===== src/rtl/satprotect_pipe_if.sv =====
// satprotect_pipe_if: sample bus for satprotect_pipe.
// master = sample source / status consumer, slave = the saturation pipeline.
interface satprotect_pipe_if #(
  parameter int RI    = 16,
  parameter int RO    = 14,
  parameter int CH    = 2,
  parameter int CNT_W = 8
);
  // Input side: one valid qualifies every channel lane.
  logic [CH*RI-1:0]    in;
  logic                in_valid;
  logic                clr;

  // Output side: samples, per-sample indicators and sticky status.
  logic [CH*RO-1:0]    out;
  logic                out_valid;
  logic [CH-1:0]       sat_pos;
  logic [CH-1:0]       sat_neg;
  logic [CH-1:0]       sat_flag;
  logic [CH*CNT_W-1:0] sat_cnt;

  modport master (
    output in, in_valid, clr,
    input  out, out_valid, sat_pos, sat_neg, sat_flag, sat_cnt
  );

  modport slave (
    input  in, in_valid, clr,
    output out, out_valid, sat_pos, sat_neg, sat_flag, sat_cnt
  );
endinterface


===== src/rtl/satprotect_pipe.sv =====
// satprotect_pipe: two-stage per-channel scale-and-saturate pipeline.
//   stage 1: arithmetic right shift by SHIFT into an (RI-SHIFT+1)-bit value
//   stage 2: clamp to the RO-bit two's complement range, flag the clamp side
// Sticky per-channel flags and saturating counters track clamp events.
// Optional feature: define SATPROTECT_ROUND_EN for round-half-up in stage 1
// (default build truncates with floor semantics).
module satprotect_pipe #(
  parameter int RI    = 16,
  parameter int RO    = 14,
  parameter int SHIFT = 0,
  parameter int CH    = 2,
  parameter int CNT_W = 8
) (
  input logic              clk,
  input logic              rst,
  satprotect_pipe_if.slave bus
);

  // Stage-1 intermediate width: one spare bit above the shifted sample so a
  // rounded result never wraps.
  localparam int W1 = RI - SHIFT + 1;
  // Comparison width: wide enough for both the intermediate and the output
  // range, plus a sign bit so the limits compare as signed quantities.
  localparam int WC = ((W1 > RO) ? W1 : RO) + 1;

  localparam logic signed [WC-1:0] MAX_C = {{(WC-RO+1){1'b0}}, {(RO-1){1'b1}}};
  localparam logic signed [WC-1:0] MIN_C = {{(WC-RO+1){1'b1}}, {(RO-1){1'b0}}};

  localparam logic [CNT_W-1:0] CNT_MAX_C = {CNT_W{1'b1}};
  localparam logic [CNT_W-1:0] CNT_ONE_C = {{(CNT_W-1){1'b0}}, 1'b1};

`ifdef SATPROTECT_ROUND_EN
  // Half-LSB of the shifted result; zero when nothing is dropped.
  localparam int           RND_SH_C = (SHIFT > 0) ? (SHIFT - 1) : 0;
  localparam logic [RI:0]  RND_C    = (SHIFT > 0) ? ({{RI{1'b0}}, 1'b1} << RND_SH_C)
                                                  : {(RI+1){1'b0}};
`endif

  // Stage 1 registers.
  logic [CH*W1-1:0]    s1_data_d, s1_data_q;
  logic                s1_valid_d, s1_valid_q;

  // Stage 2 (output) registers.
  logic [CH*RO-1:0]    out_d, out_q;
  logic                out_valid_d, out_valid_q;
  logic [CH-1:0]       sat_pos_d, sat_pos_q;
  logic [CH-1:0]       sat_neg_d, sat_neg_q;

  // Status registers.
  logic [CH-1:0]       sat_flag_d, sat_flag_q;
  logic [CH*CNT_W-1:0] sat_cnt_d, sat_cnt_q;

  // A clamp event is a presented output sample carrying either indicator.
  logic [CH-1:0]       sat_ev_s;

  // Scale one RI-bit sample: sign-extend by one bit (room for the rounding
  // add, which cannot overflow because SHIFT <= RI-2), then shift right.
  function automatic logic [W1-1:0] scale(input logic [RI-1:0] x);
    logic signed [RI:0] ext;
    ext = $signed({x[RI-1], x});
`ifdef SATPROTECT_ROUND_EN
    ext = ext + $signed(RND_C);
`endif
    return W1'(ext >>> SHIFT);
  endfunction

  // Clamp one intermediate to the RO-bit range.
  // Result packing: {sat_pos, sat_neg, value[RO-1:0]}.
  function automatic logic [RO+1:0] saturate(input logic [W1-1:0] v);
    logic signed [WC-1:0] wide;
    wide = $signed({{(WC-W1){v[W1-1]}}, v});
    if (wide > MAX_C) begin
      return {1'b1, 1'b0, MAX_C[RO-1:0]};
    end else if (wide < MIN_C) begin
      return {1'b0, 1'b1, MIN_C[RO-1:0]};
    end else begin
      return {1'b0, 1'b0, wide[RO-1:0]};
    end
  endfunction

  assign sat_ev_s = {CH{out_valid_q}} & (sat_pos_q | sat_neg_q);

  // Stage 1: scale every lane, capturing data only on a valid input sample.
  always_comb begin
    s1_data_d  = s1_data_q;
    s1_valid_d = bus.in_valid;
    if (bus.in_valid) begin
      for (int k = 0; k < CH; k++) begin
        s1_data_d[k*W1 +: W1] = scale(bus.in[k*RI +: RI]);
      end
    end else begin
      s1_data_d = s1_data_q;
    end
  end

  // Stage 2: clamp every lane; data and indicators hold between valid samples.
  always_comb begin
    out_d       = out_q;
    sat_pos_d   = sat_pos_q;
    sat_neg_d   = sat_neg_q;
    out_valid_d = s1_valid_q;
    if (s1_valid_q) begin
      for (int k = 0; k < CH; k++) begin
        {sat_pos_d[k], sat_neg_d[k], out_d[k*RO +: RO]} = saturate(s1_data_q[k*W1 +: W1]);
      end
    end else begin
      out_d = out_q;
    end
  end

  // Status: sticky flags and saturating counters; an event coincident with
  // clr survives the clear as a fresh count of one.
  always_comb begin
    sat_flag_d = sat_flag_q;
    sat_cnt_d  = sat_cnt_q;
    for (int k = 0; k < CH; k++) begin
      if (bus.clr) begin
        if (sat_ev_s[k]) begin
          sat_flag_d[k]                = 1'b1;
          sat_cnt_d[k*CNT_W +: CNT_W]  = CNT_ONE_C;
        end else begin
          sat_flag_d[k]                = 1'b0;
          sat_cnt_d[k*CNT_W +: CNT_W]  = {CNT_W{1'b0}};
        end
      end else if (sat_ev_s[k]) begin
        sat_flag_d[k] = 1'b1;
        if (sat_cnt_q[k*CNT_W +: CNT_W] != CNT_MAX_C) begin
          sat_cnt_d[k*CNT_W +: CNT_W] = sat_cnt_q[k*CNT_W +: CNT_W] + CNT_ONE_C;
        end else begin
          sat_cnt_d[k*CNT_W +: CNT_W] = CNT_MAX_C;
        end
      end else begin
        sat_flag_d[k]               = sat_flag_q[k];
        sat_cnt_d[k*CNT_W +: CNT_W] = sat_cnt_q[k*CNT_W +: CNT_W];
      end
    end
  end

  // State registers; reset clears the pipeline so in-flight samples are lost.
  always_ff @(posedge clk or negedge rst) begin
    if (!rst) begin
      s1_data_q   <= {(CH*W1){1'b0}};
      s1_valid_q  <= 1'b0;
      out_q       <= {(CH*RO){1'b0}};
      out_valid_q <= 1'b0;
      sat_pos_q   <= {CH{1'b0}};
      sat_neg_q   <= {CH{1'b0}};
      sat_flag_q  <= {CH{1'b0}};
      sat_cnt_q   <= {(CH*CNT_W){1'b0}};
    end else begin
      s1_data_q   <= s1_data_d;
      s1_valid_q  <= s1_valid_d;
      out_q       <= out_d;
      out_valid_q <= out_valid_d;
      sat_pos_q   <= sat_pos_d;
      sat_neg_q   <= sat_neg_d;
      sat_flag_q  <= sat_flag_d;
      sat_cnt_q   <= sat_cnt_d;
    end
  end

  assign bus.out       = out_q;
  assign bus.out_valid = out_valid_q;
  assign bus.sat_pos   = sat_pos_q;
  assign bus.sat_neg   = sat_neg_q;
  assign bus.sat_flag  = sat_flag_q;
  assign bus.sat_cnt   = sat_cnt_q;

endmodule


===== src/flat_wrapper.sv =====
// flat-port wrapper written by rule: the top's interface ports become plain ports
module satprotect_pipe_flat 
#(
  parameter int RI    = 16,
  parameter int RO    = 14,
  parameter int SHIFT = 0,
  parameter int CH    = 2,
  parameter int CNT_W = 8
)
  (clk, rst, bus_in, bus_in_valid, bus_clr, bus_out, bus_out_valid, bus_sat_pos, bus_sat_neg, bus_sat_flag, bus_sat_cnt);
  satprotect_pipe_if #(.RI(RI), .RO(RO), .CH(CH), .CNT_W(CNT_W)) bus_i ();
  input logic clk;
  input logic rst;
  input wire logic [$bits(bus_i.in)-1:0] bus_in;
  input wire logic [$bits(bus_i.in_valid)-1:0] bus_in_valid;
  input wire logic [$bits(bus_i.clr)-1:0] bus_clr;
  output wire logic [$bits(bus_i.out)-1:0] bus_out;
  output wire logic [$bits(bus_i.out_valid)-1:0] bus_out_valid;
  output wire logic [$bits(bus_i.sat_pos)-1:0] bus_sat_pos;
  output wire logic [$bits(bus_i.sat_neg)-1:0] bus_sat_neg;
  output wire logic [$bits(bus_i.sat_flag)-1:0] bus_sat_flag;
  output wire logic [$bits(bus_i.sat_cnt)-1:0] bus_sat_cnt;
  assign bus_i.in = bus_in;
  assign bus_i.in_valid = bus_in_valid;
  assign bus_i.clr = bus_clr;
  assign bus_out = bus_i.out;
  assign bus_out_valid = bus_i.out_valid;
  assign bus_sat_pos = bus_i.sat_pos;
  assign bus_sat_neg = bus_i.sat_neg;
  assign bus_sat_flag = bus_i.sat_flag;
  assign bus_sat_cnt = bus_i.sat_cnt;
  satprotect_pipe #(.RI(RI), .RO(RO), .SHIFT(SHIFT), .CH(CH), .CNT_W(CNT_W)) u_core (.clk(clk), .rst(rst), .bus(bus_i));
endmodule

===== config.mk =====
export PLATFORM = sky130hd
export DESIGN_NAME = satprotect_pipe_flat
export DESIGN_NICKNAME = d
export VERILOG_FILES = /design/src/rtl/satprotect_pipe_if.sv /design/src/rtl/satprotect_pipe.sv /design/src/flat_wrapper.sv
export SDC_FILE = /design/constraint.sdc
export NUM_CORES = 1
export LEC_CHECK = 0
export BUFFER_PORTS_ARGS = -buffer_cell sky130_fd_sc_hd__buf_4
export CAP_MARGIN = 10
export CORE_MARGIN = 5
export CORE_UTILIZATION = 40
export DETAILED_ROUTE_END_ITERATION = 6
export RECOVER_POWER = 25
export SYNTH_ARGS = -nofsm -noshare
export SYNTH_HDL_FRONTEND = slang
export SYNTH_SLANG_ARGS = --single-unit
export TNS_END_PERCENT = 50

===== constraint.sdc =====
create_clock -name clk -period 1.4 [get_ports clk]
set_input_delay 0.28 -clock clk [delete_from_list [all_inputs] [get_ports clk]]
set_output_delay 0.28 -clock clk [all_outputs]
set_load 0.02 [all_outputs]

# ---- Yosys cells after proc, flatten, opt, wreduce, memory -nomap -nowiden
# Index checks and enable logic that the tools add are counted.
dict set report totals {
  reg_bits 85
  output_inout_bits 51
  in_bits 36
}
dict set report classes {
  eq_ne 2
  reduce_logical 2
  bitwise 2
  mux 18
  add_sub_neg 2
  n_lt_le_gt_ge 4
}
# cell count
set op_table {}
lappend op_table {{$mux 8} 6}
lappend op_table {{$mux 16} 2}
lappend op_table {{$mux 15} 2}
lappend op_table {{$gt 17x14->1 const B} 1}
lappend op_table {{$lt 17x14->1 const B} 1}
lappend op_table {{$add 8x1->8 const B} 2}
lappend op_table {{$gt 16x14->1 const B} 1}
lappend op_table {{$lt 16x14->1 const B} 1}
lappend op_table {{$ne 8x8->1 const B} 2}
lappend op_table {{$mux 1} 8}
lappend op_table {{$reduce_bool 2->1} 2}
lappend op_table {{$and 2x2->2} 1}
lappend op_table {{$or 2x2->2} 1}

# ---- Longest topological paths before layout
# Gate-level depths: netlist of run 1.
dict set report depth {
  word_depth 4
  depth_mapped 5
}

# ---- Least setup slack after synthesis of run 1
# OpenSTA, ideal clock, no wires.
dict set report synth_timing {
  kind {register -> register}
  startpoint {register u_core.sat_cnt_q[1] (netlist: u_core.bus.sat_cnt[1])}
  endpoint {register u_core.sat_cnt_q[6] (netlist: u_core.bus.sat_cnt[6])}
  n_path_buf 0
  setup_slack_ns -0.037
  required_ns 1.264
  period_less_slack_ns 1.437
  t_arrival_ns 1.301
  stages_incl_launch_ff 6
  cell_sequence {dfrtp_1 ha_1 nand3_1 nor2_1 nor4bb_1 nor3_1}
}
dict set report synth_via {
  elab_chain_len 4
  word_cells_on_any_way 5
}
# element line_no
set synth_lines {}
lappend synth_lines {{start: declaration} satprotect_pipe.sv:51} ;# logic [CH*CNT_W-1:0] sat_cnt_d, sat_cnt_q;
lappend synth_lines {{start signal: assignment} satprotect_pipe.sv:149} ;# sat_cnt_q <= {(CH*CNT_W){1'b0}};
lappend synth_lines {{start signal: assignment} satprotect_pipe.sv:158} ;# sat_cnt_q <= sat_cnt_d;
lappend synth_lines {{$add 8x1->8 or $ne 8x8->1 (tied branches)} {satprotect_pipe.sv:128, satprotect_pipe.sv:127}}
lappend synth_lines {{$mux 8 *} satprotect_pipe.sv:127} ;# if (sat_cnt_q[k*CNT_W +: CNT_W] != CNT_MAX_C) begin
lappend synth_lines {{$mux 8 *} satprotect_pipe.sv:125} ;# end else if (sat_ev_s[k]) begin
lappend synth_lines {{$mux 8 *} satprotect_pipe.sv:117} ;# if (bus.clr) begin
# Mark *: on every way between the ends. The rest lies on a longest branch, timed or not. The select of a mux whose other input is x is not followed.
# A chain may end at the register's enable or synchronous reset.

# ---- Final worst setup path of run 1
dict set report layout_timing {
  startpoint {register u_core.out_valid_q (netlist: u_core.bus.out_valid)}
  endpoint {output bus_out_valid}
}
# element line_no
set layout_rtl {}
lappend layout_rtl {{start: declaration} satprotect_pipe.sv:45} ;# logic out_valid_d, out_valid_q;
lappend layout_rtl {{start signal: assignment} satprotect_pipe.sv:154} ;# out_valid_q <= out_valid_d;
lappend layout_rtl {{end: declaration} flat_wrapper.sv:18} ;# output wire logic [$bits(bus_i.out_valid)-1:0] bus_out_valid;
# No word-level cell between the ends.

==> flow_summary.toml, run 1 <==
[timing]
rsz0062_at_grt = "yes"
drv_slew = 0
worstMarginPinSlew_ps = 908.0
finClkSkew_ps = 8.137
whs_ps = 153.6
timing.final.ws_setup_ps = 51.71
period_minus_slack_ps = 1348
period_share_pct = 96.31
relSlewSlack_pct = 39.47
hold_viol = 0
max_freq_ghz = 0.7417
setup_violations = 0

[worst_setup_path]
path_max_fanout = 4
cp.required_ps = 1120
start_kind = "flip-flop"
crit_type = "flip-flop to output port"
crit_arrival_ps = 1070
cp-end-kind = "output port"

[floorplan]
die-area_sq_mm = 0.01222
io_pins = 87
num_rows = 36
core_sq_mm = 0.009819
chipWidth_um = 110.5
die_y_um = 110.5
start_util_pct = 41.17

[placed_design]
dp_cells = 581
place_congestion = 0.8225
place_ws_ps = -12.98
port-buffer-count = 86
placed_area_sq_mm = 0.004943
hpwl_um = 5712

[detailed_routing]
ant_nets = 0
totalWireLength_um = 8790
wire_per_inst_um = 14.65
viasPerCell = 5.112
drtPass1Iterations = 4
vias = 3067
drt-initial-drc-count = 87
drcViolationCount = 0

[clock_network]
cts_tree = "yes"
cts.sinks = 84
clkLatencyLatePin_ps = 340
clkSlewWorstSetupHoldPaths_ps = 80
cts_root_buf = "clkbuf_8"
clk_path_buf_depth = 2
numCtsBuffers = 9
htreeDepth = 3

[synth]
syn_nets = 406
synth_area_sq_mm = 0.004043
synth-seq-cells = 84
synth_area_per_cell_sq_um = 10.99
synth-async-reset-ratio_pct = 100.0
syn_inst = 368
synth_edf_count = 0
yosys_warnings = 0
yosys_most_used_dff = "dfrtp_1"
yosysSeqAreaShare_pct = 52.00
ys_types = 33

[layout]
stdcell_area_sq_mm = 0.005201
final_nets = 501
n_fill_cell = 917
syn2layout_area_growth_pct = 28.66
final_cell_mix = "buf_4 (100), dfrtp_1 (79), mux2_2 (60)"
diodes = 0
drive_gt1_share_pct = 48.82
layout_commonest_cell = "buf_4"
final_cells = 600

[run_status]
status = "finished, final reports clean"

[flow_run]
cap_violations = 0

[global_routing]
antenna_found_initial = 0
grt_overflow_total = 0
first_global_vias = 3102
grt_max_degree = 85
grt_pass1_wl_um = 14520
track_usage_pct = 14.34

[power_and_ir_drop]
vdd_drop_max_v = 0.0005007
powerDensity_mw_per_mm2 = 1217
power.leakage_nw = 2.287

[worst_hold_path]
hold_path_class = "input pin to flip-flop"
==> area by class of cell <==
class	instances	area [sq um]	area share [%]
clock inverters	5	52.55	1.010
multi-input cells	251	1828	35.15
inverters	6	22.52	0.4330
well taps	133	166.4	3.199
clock buffers	10	137.6	2.646
repair buffers	111	885.9	17.03
flip-flops and latches	84	2108	40.53
==> Yosys cell counts (all sizes together) (2+ instances only) <==
cell type | count | area (sq um)
a21oi | 32 | 160.2
a31oi | 5 | 31.28
buf | 21 | 111.4
clkbuf | 6 | 22.52
dfrtp | 84 | 2102
ha | 2 | 25.02
inv | 6 | 22.52
mux2 | 62 | 698.2
mux2i | 2 | 20.02
nand2 | 35 | 131.4
nand2b | 2 | 12.51
nand3 | 6 | 35.03
nand4 | 3 | 18.77
nor2 | 41 | 156.4
nor3 | 12 | 60.06
nor4 | 3 | 25.02
o21a | 3 | 22.52
o21ai | 8 | 47.55
o21ba | 26 | 260.3
o21bai | 2 | 15.01
==> power by group <==
part           switching, W  internal (W)
Combinational      0.000807      0.000862
Sequential         0.000230       0.00274
Clock              0.000839      0.000855
==> repair_timing <==
| action | in CTS | in global routing |
|---|---|---|
| gates resized for setup | 4 | 11 |
| pin swaps | 0 | 2 |
| cloned | 0 | 0 |
| hold endpoints to repair | 84 | 0 |
| setup endpoints to repair | 3 | 9 |
| hold buffers | 1 | 0 |
| setup buffers | 0 | 3 |
==> worst paths after layout <==
kind                                        from                     end  slack, ps  cells after the start
max reg2reg                u_core.bus.sat_cnt[0]   u_core.bus.sat_cnt[6]         60                      5
max                         u_core.bus.out_valid           bus_out_valid         50                      2
min                                    bus_in[4]     u_core.s1_data_q[4]        150                      2
min reg2reg                    u_core.bus.out[7]       u_core.bus.out[7]        510                      1
max in group asynchronous                    rst  u_core.bus.sat_cnt[12]        190                      3
min in group asynchronous                    rst       u_core.bus.out[5]        650                      3
==> sequential cells by signal, indices dropped and copies added (netlist names) <==
| register | count |
|---|---|
| u_core.bus.out | 28 |
| u_core.bus.out_valid | 1 |
| u_core.bus.sat_cnt | 16 |
| u_core.bus.sat_flag | 2 |
| u_core.bus.sat_neg | 2 |
| u_core.bus.sat_pos | 2 |
| u_core.out_valid_d | 1 |
| u_core.s1_data_q | 32 |
==> kinds of logic (layout without fill, tap and decap cells) <==
family / after synthesis / in the layout / synth area share [%]
buffers and inverters: 33 / 132 / 3.869
and+or+nand+nor: 105 / 105 / 11.64
AOI/OAI and AO/OA: 80 / 80 / 14.11
adders and majority gates: 2 / 2 / 0.6189
DFF: 84 / 84 / 52.00
muxes: 64 / 64 / 17.77
==> through the flow <==
stage	power, W	setup TNS, ps	utilization [%]
floorplan	0.003977	0	-
global placement	0.004684	0	50.34
detailed placement	0.004716	-12.98	50.34
CTS	0.006456	-0.4747	52.55
global route	0.006698	-142.4	52.97
finish	0.006332	0	52.97
==> metal layers <==
metal  vias to the layer above  wire [um]  global-route usage [%]
li1                       1480          -                       -
met1                      1504       3993                   17.56
met2                        69       4269                   24.15
met3                        14        377                   3.392
met4                         0        149                   6.076
met5                         -          0                       0
==> worst max-delay path: stages (launching register included) <==
cell,delay [ps]
dfrtp_2,450
buf_6,130
buf_4,150
Power figures use the tool's default switching activity.
==> run 2: changes to the inputs <==
--- a/config.mk
+++ b/config.mk
@@ -10,7 +10,9 @@
 export CORE_MARGIN = 5
 export CORE_UTILIZATION = 40
 export DETAILED_ROUTE_END_ITERATION = 6
+export PLACE_DENSITY_LB_ADDON = 0.3
 export RECOVER_POWER = 25
+export SLEW_MARGIN = 20
 export SYNTH_ARGS = -nofsm -noshare
 export SYNTH_HDL_FRONTEND = slang
 export SYNTH_SLANG_ARGS = --single-unit
==> flow_summary.toml, run 2 (synthesized netlist as in run 1, its figures left out) <==
[timing]
worstMarginPinSlew_ps = 867.9
relSlewSlack_pct = 42.14
drv_slew = 0
period_minus_slack_ps = 1358
max_freq_ghz = 0.7366
setup_violations = 0
rsz0062_at_grt = "yes"
period_share_pct = 96.97
hold_viol = 0
finClkSkew_ps = 9.516
whs_ps = 157.3

[power_and_ir_drop]
vdd_drop_max_v = 0.0007409
powerDensity_mw_per_mm2 = 1233
power.leakage_nw = 2.273
power.total_w = 0.006414

[detailed_routing]
drt-initial-drc-count = 101
drtPass1Iterations = 5
vias = 3000
drcViolationCount = 0
ant_nets = 0
totalWireLength_um = 8800
wire_per_inst_um = 14.77
viasPerCell = 5.034

[placed_design]
place_congestion = 0.8182
port-buffer-count = 86
hpwl_um = 6049

[layout]
layout_commonest_cell = "buf_4"
largest_reg_flops = 32
n_fill_cell = 884
syn2layout_area_growth_pct = 28.66
diodes = 0
final_cell_mix = "buf_4 (94), dfrtp_1 (79), mux2_2 (60)"
final_nets = 496
top_register = "u_core.s1_data_q"
drive_gt1_share_pct = 47.52

[clock_network]
cts.sinks = 84
cts_tree = "yes"
clk_path_buf_depth = 2
htreeDepth = 3
clkSlewWorstSetupHoldPaths_ps = 80
numCtsBuffers = 9
clkLatencyLatePin_ps = 340
cts_root_buf = "clkbuf_8"

[worst_setup_path]
cp.required_ps = 1120
cp-end-kind = "output port"
rr_worst_depth = 5
crit_type = "flip-flop to output port"
crit_arrival_ps = 1080
path_max_fanout = 3
r2r_slack_ps = 70
start_kind = "flip-flop"

[global_routing]
grt_overflow_total = 0
grt_max_degree = 34
track_usage_pct = 14.65
first_global_vias = 2993
antenna_found_initial = 0
grt_pass1_wl_um = 14900

[flow_run]
cap_violations = 0

[floorplan]
num_rows = 36
core_sq_mm = 0.009819
io_pins = 87
chipWidth_um = 110.5
start_util_pct = 41.17
die_y_um = 110.5
die-area_sq_mm = 0.01222

[run_status]
status = "finished, final reports clean"

[worst_hold_path]
whs_path_depth = 2
hold_path_class = "input pin to flip-flop"
-- run 2: report_power, final --
group | switching (W) | leakage [nW] | internal, W
clock | 0.000822 | 0.0979 | 0.000928
sequential | 0.000254 | 1.02 | 0.00274
combinational | 0.000801 | 1.16 | 0.000868
-- run 2: final cells by class --
cell class	instances	area, sq um	share of cell area (%)
Timing Repair Buffer	106	870.8	16.74
Clock buffer	15	166.4	3.199
Tap cell	133	166.4	3.199
Clock inverter	1	30.03	0.5773
Multi-Input combinational cell	251	1837	35.31
Inverter	6	22.52	0.4330
Sequential cell	84	2108	40.53
-- run 2: what timing repair did --
action,CTS,global route
pin swaps,0,2
hold buffers,1,0
endpoints found under the hold margin,18,0
gates resized for setup,4,14
buffers inserted,0,3
setup endpoints to repair,3,8
-- run 2: worst max-delay path, stage by stage, from the launching register on --
cell and delay (ps):
dfrtp_2 440, buf_4 150, buf_4 150
-- run 2: path summary, 6_finish.rpt --
check / start / endpoint
max reg2reg: u_core.bus.sat_cnt[9] / u_core.bus.sat_cnt[13]
max: u_core.bus.sat_cnt[0] / bus_sat_cnt[0]
max in group asynchronous: rst / u_core.s1_data_q[21]
min: bus_in[4] / u_core.s1_data_q[4]
min reg2reg: u_core.bus.out[18] / u_core.bus.out[18]
min in group asynchronous: rst / u_core.bus.sat_cnt[2]
-- run 2: metal layers --
| metal | global-route usage (%) | share of wire [%] | up-vias |
|---|---|---|---|
| met5 | 0 | 0 | - |
| met4 | 6.322 | 1.9 | 0 |
| met3 | 2.681 | 3.2 | 13 |
| met2 | 23.50 | 49 | 64 |
| met1 | 19.40 | 46 | 1451 |
| li1 | - | - | 1472 |
-- run 2: metrics by stage --
step | cell area [sq um] | setup WS, ps | utilization (%) | setup TNS (ps) | instances
after floorplan | 4045 | 15.20 | - | 0 | 368
after global placement | 4918 | 73.98 | 50.09 | 0 | 576
after detailed placement | 4918 | 5.979 | 50.09 | 0 | 576
after CTS | 5136 | 0.8411 | 52.31 | 0 | 593
after global routing | 5201 | -18.21 | 52.97 | -34.98 | 596
final | 5201 | 42.40 | 52.97 | 0 | 596
